==> config.mk <==
export PLATFORM = sky130hd
export DESIGN_NAME = voice_allocator
export DESIGN_NICKNAME = d
export VERILOG_FILES = /design/src/rtl/voice_allocator_pkg.sv /design/src/rtl/voice_allocator_pick.sv /design/src/rtl/voice_allocator.sv
export SDC_FILE = /design/constraint.sdc
export NUM_CORES = 1
export LEC_CHECK = 0
export ABC_AREA = 1
export CAP_MARGIN = 20
export CORE_MARGIN = 5
export CORE_UTILIZATION = 30
export DETAILED_ROUTE_END_ITERATION = 10
export PLACE_DENSITY_LB_ADDON = 0.25
export SYNTH_ARGS = -nofsm -noshare
export SYNTH_HDL_FRONTEND = slang
export SYNTH_SLANG_ARGS = --single-unit
==> constraint.sdc <==
create_clock -name clk -period 2.54 [get_ports clk]
set_input_delay 0.508 -clock clk [delete_from_list [all_inputs] [get_ports clk]]
set_output_delay 0.508 -clock clk [all_outputs]
set_load 0.02 [all_outputs]
==> src/rtl/voice_allocator_pkg.sv <==
// Shared music package: note/duration widths used by the allocator and the
// note players, plus the default voice count and small sizing helpers.
package voice_allocator_pkg;

    localparam int NOTE_W     = 6;
    localparam int DUR_W      = 6;
    localparam int NUM_VOICES = 3;

    // Note player port widths track the allocator widths so the two always agree.
    localparam int NP_NOTE_W  = NOTE_W;
    localparam int NP_DUR_W   = DUR_W;

    // Width of an age rank able to hold 0..n-1.
    function automatic int rank_width(input int n);
        return (n < 2) ? 1 : $clog2(n);
    endfunction

endpackage

==> src/rtl/voice_allocator_pick.sv <==
// Voice selection: lowest-index free voice, or (when stealing is enabled and
// every voice is busy) the voice holding the oldest age rank.
module voice_pick #(
    parameter int NUM_VOICES = 3,
    parameter int RANK_W     = 2,
    parameter bit STEAL      = 1'b0
) (
    input  logic [NUM_VOICES-1:0]        busy,
    input  logic [NUM_VOICES*RANK_W-1:0] rank,
    output logic [NUM_VOICES-1:0]        pick,
    output logic                         pick_valid
);

    logic found_free_s;

    // One-hot choice: first clear busy bit wins, else the oldest rank if stealing.
    always_comb begin
        pick         = '0;
        pick_valid   = 1'b0;
        found_free_s = 1'b0;
        for (int i = 0; i < NUM_VOICES; i++) begin
            if (!busy[i] && !found_free_s) begin
                pick[i]      = 1'b1;
                found_free_s = 1'b1;
            end else begin
                found_free_s = found_free_s;
            end
        end
        if (found_free_s) begin
            pick_valid = 1'b1;
        end else if (STEAL) begin
            for (int i = 0; i < NUM_VOICES; i++) begin
                if (rank[i*RANK_W +: RANK_W] == RANK_W'(NUM_VOICES - 1)) begin
                    pick[i] = 1'b1;
                end else begin
                    pick[i] = 1'b0;
                end
            end
            pick_valid = 1'b1;
        end else begin
            pick_valid = 1'b0;
        end
    end

endmodule

==> src/rtl/voice_allocator.sv <==
// Voice allocator: hands incoming note requests to free note players, tracks
// per-voice occupancy and age, and optionally steals the oldest voice.
module voice_allocator #(
    parameter int NUM_VOICES = voice_allocator_pkg::NUM_VOICES,
    parameter int NOTE_W     = voice_allocator_pkg::NOTE_W,
    parameter int DUR_W      = voice_allocator_pkg::DUR_W,
    parameter bit STEAL      = 1'b0,
    localparam int CNT_W     = $clog2(NUM_VOICES + 1)
) (
    input  logic                        clk,
    input  logic                        reset,
    input  logic                        play,
    input  logic                        flush,
    input  logic                        req_valid,
    output logic                        req_ready,
    input  logic [NOTE_W-1:0]           req_note,
    input  logic [DUR_W-1:0]            req_duration,
    input  logic [NUM_VOICES-1:0]       voice_done,
    output logic [NUM_VOICES-1:0]       voice_load,
    output logic [NUM_VOICES*NOTE_W-1:0] voice_note,
    output logic [NUM_VOICES*DUR_W-1:0] voice_duration,
    output logic [NUM_VOICES-1:0]       voice_busy,
    output logic [CNT_W-1:0]            active_count,
    output logic                        all_idle
);

    import voice_allocator_pkg::*;

    localparam int RANK_W = rank_width(NUM_VOICES);

    logic [NUM_VOICES-1:0]        busy_q, busy_d;
    logic [NUM_VOICES-1:0]        load_q, load_d;
    logic [NUM_VOICES*NOTE_W-1:0] note_q, note_d;
    logic [NUM_VOICES*DUR_W-1:0]  dur_q, dur_d;
    logic [NUM_VOICES*RANK_W-1:0] rank_q, rank_d;

    logic [NUM_VOICES-1:0] pick_s;
    logic                  pick_valid_s;
    logic                  accept_s;
    logic [RANK_W-1:0]     sel_rank_s;
    logic [CNT_W-1:0]      count_s;

    // Ready depends only on registered occupancy plus the control inputs;
    // holding it low while reset is asserted keeps requests out during reset.
    assign req_ready = reset & play & ~flush & ((~&busy_q) | STEAL);
    assign accept_s  = req_valid & req_ready & pick_valid_s;

    voice_pick #(
        .NUM_VOICES (NUM_VOICES),
        .RANK_W     (RANK_W),
        .STEAL      (STEAL)
    ) u_pick (
        .busy       (busy_q),
        .rank       (rank_q),
        .pick       (pick_s),
        .pick_valid (pick_valid_s)
    );

    // Next state: done clears busy (ignored on idle voices), flush clears all,
    // an accepted request loads the picked voice and makes it the newest.
    always_comb begin
        busy_d     = busy_q & ~voice_done;
        load_d     = '0;
        note_d     = note_q;
        dur_d      = dur_q;
        rank_d     = rank_q;
        sel_rank_s = '0;
        for (int i = 0; i < NUM_VOICES; i++) begin
            if (pick_s[i]) begin
                sel_rank_s = rank_q[i*RANK_W +: RANK_W];
            end else begin
                sel_rank_s = sel_rank_s;
            end
        end
        if (flush) begin
            busy_d = '0;
        end else if (accept_s) begin
            busy_d = busy_d | pick_s;
            load_d = pick_s;
            for (int i = 0; i < NUM_VOICES; i++) begin
                if (pick_s[i]) begin
                    note_d[i*NOTE_W +: NOTE_W] = req_note;
                    dur_d[i*DUR_W +: DUR_W]    = req_duration;
                    rank_d[i*RANK_W +: RANK_W] = '0;
                end else if (rank_q[i*RANK_W +: RANK_W] < sel_rank_s) begin
                    rank_d[i*RANK_W +: RANK_W] = rank_q[i*RANK_W +: RANK_W] + RANK_W'(1);
                end else begin
                    rank_d[i*RANK_W +: RANK_W] = rank_q[i*RANK_W +: RANK_W];
                end
            end
        end else begin
            busy_d = busy_d;
        end
    end

    // State registers; reset leaves every voice idle with ranks in index order.
    always_ff @(posedge clk or negedge reset) begin
        if (!reset) begin
            busy_q <= '0;
            load_q <= '0;
            note_q <= '0;
            dur_q  <= '0;
            for (int i = 0; i < NUM_VOICES; i++) begin
                rank_q[i*RANK_W +: RANK_W] <= RANK_W'(i);
            end
        end else begin
            busy_q <= busy_d;
            load_q <= load_d;
            note_q <= note_d;
            dur_q  <= dur_d;
            rank_q <= rank_d;
        end
    end

    // Occupancy count derived from the registered busy vector.
    always_comb begin
        count_s = '0;
        for (int i = 0; i < NUM_VOICES; i++) begin
            count_s = count_s + CNT_W'(busy_q[i]);
        end
    end

    assign voice_busy     = busy_q;
    assign voice_load     = load_q;
    assign voice_note     = note_q;
    assign voice_duration = dur_q;
    assign active_count   = count_s;
    assign all_idle       = ~|busy_q;

endmodule

==> flow_summary.json <==
{
  "status": "finished clean",
  "worst_ep_required_time_ns": 2.03,
  "mappedNetlistArea_sq_um": 1810,
  "finalWorstPathRequiredPeriod_ns": 2.44,
  "clk_transition_reported_paths_ns": 0.09,
  "worst_setup_path_end_kind": "output pin",
  "routed_wire_length_per_instance_um": 15.7,
  "ys.warnings.count": 0,
  "power_leakage_nw": 1.29,
  "worst_slew_pin_slew_ns": 0.527,
  "rr_endpoint": "voice_duration[11]$_DFFE_PN0P_",
  "postCtsSetupRepairBufs": 0,
  "most_used_standard_cell_by_instance_count_after_synthesis": "sky130_fd_sc_hd__nand2_1",
  "timing.clock.skew_ns": 0.00992,
  "die-height_um": 87.6,
  "powerDensity_nw_per_um2": 633,
  "p_seq_share_pct": 46.4,
  "hpwlAfterDp_um": 3510,
  "floorplan.initialDensity_pct": 30.7,
  "timing.final.max_slew_violations": 0,
  "tritoncts_num_sinks": 42,
  "placement_rows": 28,
  "worst_slew_margin_rel_pct": 64.9,
  "post_drt_via_cell_ratio": 4.81,
  "die_width_um": 87.6,
  "globalplace.congestion": 0.758,
  "number_of_synthesized_flops_with_an_enable_pin": 0,
  "reg2reg_from": "voice_busy[0]$_DFF_PN0_",
  "fin_setup_tns_ns": 0,
  "grt_antenna_before_repair": 0,
  "cts_htree_levels": 2,
  "rsz_0062_raised_after_global_routing": "no",
  "remaining_drc_errors": 0,
  "timing_worst_setup_path_type": "reg2out",
  "cp-start-kind": "flip-flop",
  "drt_pre_antenna_iters": 4,
  "finalHoldWorstSlack_ns": 0.333,
  "combinationalPowerShare_pct": 21.0,
  "cts-root-buf": "sky130_fd_sc_hd__clkbuf_8",
  "buffer_ports.inserted": 65,
  "postRouteAntennaNets": 0,
  "power_report.internal_total_mw": 1.19,
  "postSynthNetCount": 209,
  "detailroute.via_count": 1579,
  "fin_nets": 273,
  "min_path_type": "in2async",
  "report.final.hold_viol_count": 0,
  "cp_data_arrival_time_ns": 1.93,
  "synth-seq-area-share_pct": 58.2,
  "tritoncts.num_buffers": 5,
  "switchingPower_uw": 465,
  "synthToLayoutAreaGrowth_pct": 44.5,
  "cts_buffer_depth": 2,
  "detail_route.wirelength_um": 5150,
  "ir_worst_vdd_uv": 231,
  "post_synth_inst_count": 188,
  "synthDistinctLibCells": 19,
  "layout.filler_cells": 589,
  "initialDrtViolationCount": 110,
  "post_route_cells_drive_above_1_share_pct": 9.09,
  "maximum_fanout_along_the_worst_path": 6,
  "antenna_cells": 0,
  "synth_commonest_cells": "74 x sky130_fd_sc_hd__nand2_1, 42 x sky130_fd_sc_hd__dfrtp_1, 36 x sky130_fd_sc_hd__nand4_1",
  "power_switching_share_pct": 28.2,
  "clk_latency_ns": 0.30,
  "max_clock_freq_mhz": 410,
  "mean_cell_area_of_the_mapped_netlist_sq_um": 9.60,
  "maximum_number_of_pins_on_one_net_before_global_route_repair": 43,
  "share_clk_of_total_power_pct": 32.6,
  "timing.final.crit_share_pct": 96.0,
  "synth_largest_type_area_fraction_pct": 58.2,
  "num_io_pins": 66,
  "synthFlopType": "sky130_fd_sc_hd__dfrtp_1",
  "grt_use_total_pct": 14.3,
  "floorplan.die_area_sq_um": 7670,
  "synthDominantAreaCellType": "sky130_fd_sc_hd__dfrtp_1",
  "fraction_of_synthesis_flops_using_an_asynchronous_set_or_reset_pin_pct": 100,
  "rrSetupSlack_ns": 0.71,
  "tritoncts": "done",
  "synth.ff_latch_count": 42,
  "total_core_area_sq_um": 5890,
  "final_setup_violation_count": 0,
  "wire_length_of_the_first_global_routing_pass_um": 8400,
  "ys_top_cells_by_area": "sky130_fd_sc_hd__dfrtp_1 58%, sky130_fd_sc_hd__nand2_1 15%, sky130_fd_sc_hd__nand4_1 12%",
  "timing.max_cap.violations": 0,
  "overflow": 0,
  "worst_r2r_path_depth": 5,
  "number_of_global_route_vias_before_repair": 1603
}
registers in the layout, summed over array words and instances (netlist names):
register / count
voice_duration: 18
voice_note: 18
voice_busy: 3
voice_load: 3
stage by stage:
step	setup slack [ns]	utilization (%)	area, sq um	std cells	power (mW)
final	0.102	44.3	2610	328	1.65
after global routing	0.0253	44.3	2610	328	1.73
after CTS	0.0530	44.3	2610	328	1.67
after detailed placement	0.0817	42.3	2490	320	1.13
after global placement	0.0836	42.3	2490	320	1.13
after floorplan	0.841	-	1810	188	0.931
logic make-up after synthesis:
family | after synthesis | synth area share, %
buf+inv | 20 | 6.44
simple gates | 122 | 33.1
fa+ha+maj | 1 | 1.11
flops | 42 | 58.2
compound gates | 3 | 1.11
timing repair:
item | 4_1_cts | 5_1_grt
hold endpoints to repair | 0 | 0
endpoints found under the setup margin | 0 | 2
resized for setup | 0 | 2
hold buffers | 0 | 0
area by class of cell:
type,count,area [sq um],area share (%)
Inverter,7,26.3,1.01
Clock buffer,5,68.8,2.64
Tap cell,75,93.8,3.60
Timing Repair Buffer,70,686,26.3
Clock inverter,3,43.8,1.68
Sequential cell,42,1050,40.3
Multi-Input combinational cell,126,638,24.5
critical path, cell delays in order, from the launching register on:
cell	delay [ns]
sky130_fd_sc_hd__dfrtp_1	0.47
sky130_fd_sc_hd__fa_1	0.56
sky130_fd_sc_hd__clkdlybuf4s50_1	0.60
placed cells by master, fill, tap and decap left out, drive strengths merged:
master / count
nand2: 75
clkdlybuf4s50: 63
dfrtp: 42
nand4: 39
inv: 8
buf: 6
clkbuf: 5
nor2: 5
nand3: 2
o31ai: 2
o21ai: 1
nor3: 1
fa: 1
bufinv: 1
clkinv: 1
dlymetal6s2s: 1
worst max path at each step:
| stage | start | end | depth (start not counted) |
|---|---|---|---|
| after floorplan | voice_busy[1]$_DFF_PN0_ | active_count[0] | 1 |
| after global placement | flush | req_ready | 5 |
| after detailed placement | play | req_ready | 4 |
| after CTS | voice_busy[1]$_DFF_PN0_ | active_count[0] | 2 |
| after global routing | voice_busy[0]$_DFF_PN0_ | active_count[0] | 2 |
| final | voice_busy[0]$_DFF_PN0_ | active_count[0] | 2 |
per-layer routing:
| layer | routed length (um) | track usage [%] |
|---|---|---|
| met2 | 2440 | 22.1 |
| met3 | 383 | 4.23 |
| met1 | 2250 | 18.9 |
| met4 | 81 | 5.72 |
| met5 | 0 | 0 |
power by group through the flow:
stage                     Clock (mW)  Combinational, mW  Sequential [mW]
after floorplan                    0             0.0800            0.851
after global placement             0              0.349            0.779
after detailed placement           0              0.351            0.780
after CTS                      0.552              0.352            0.768
after global routing           0.577              0.376            0.777
final                          0.538              0.347            0.766
Note: power is estimated with default switching activity, not from simulation.
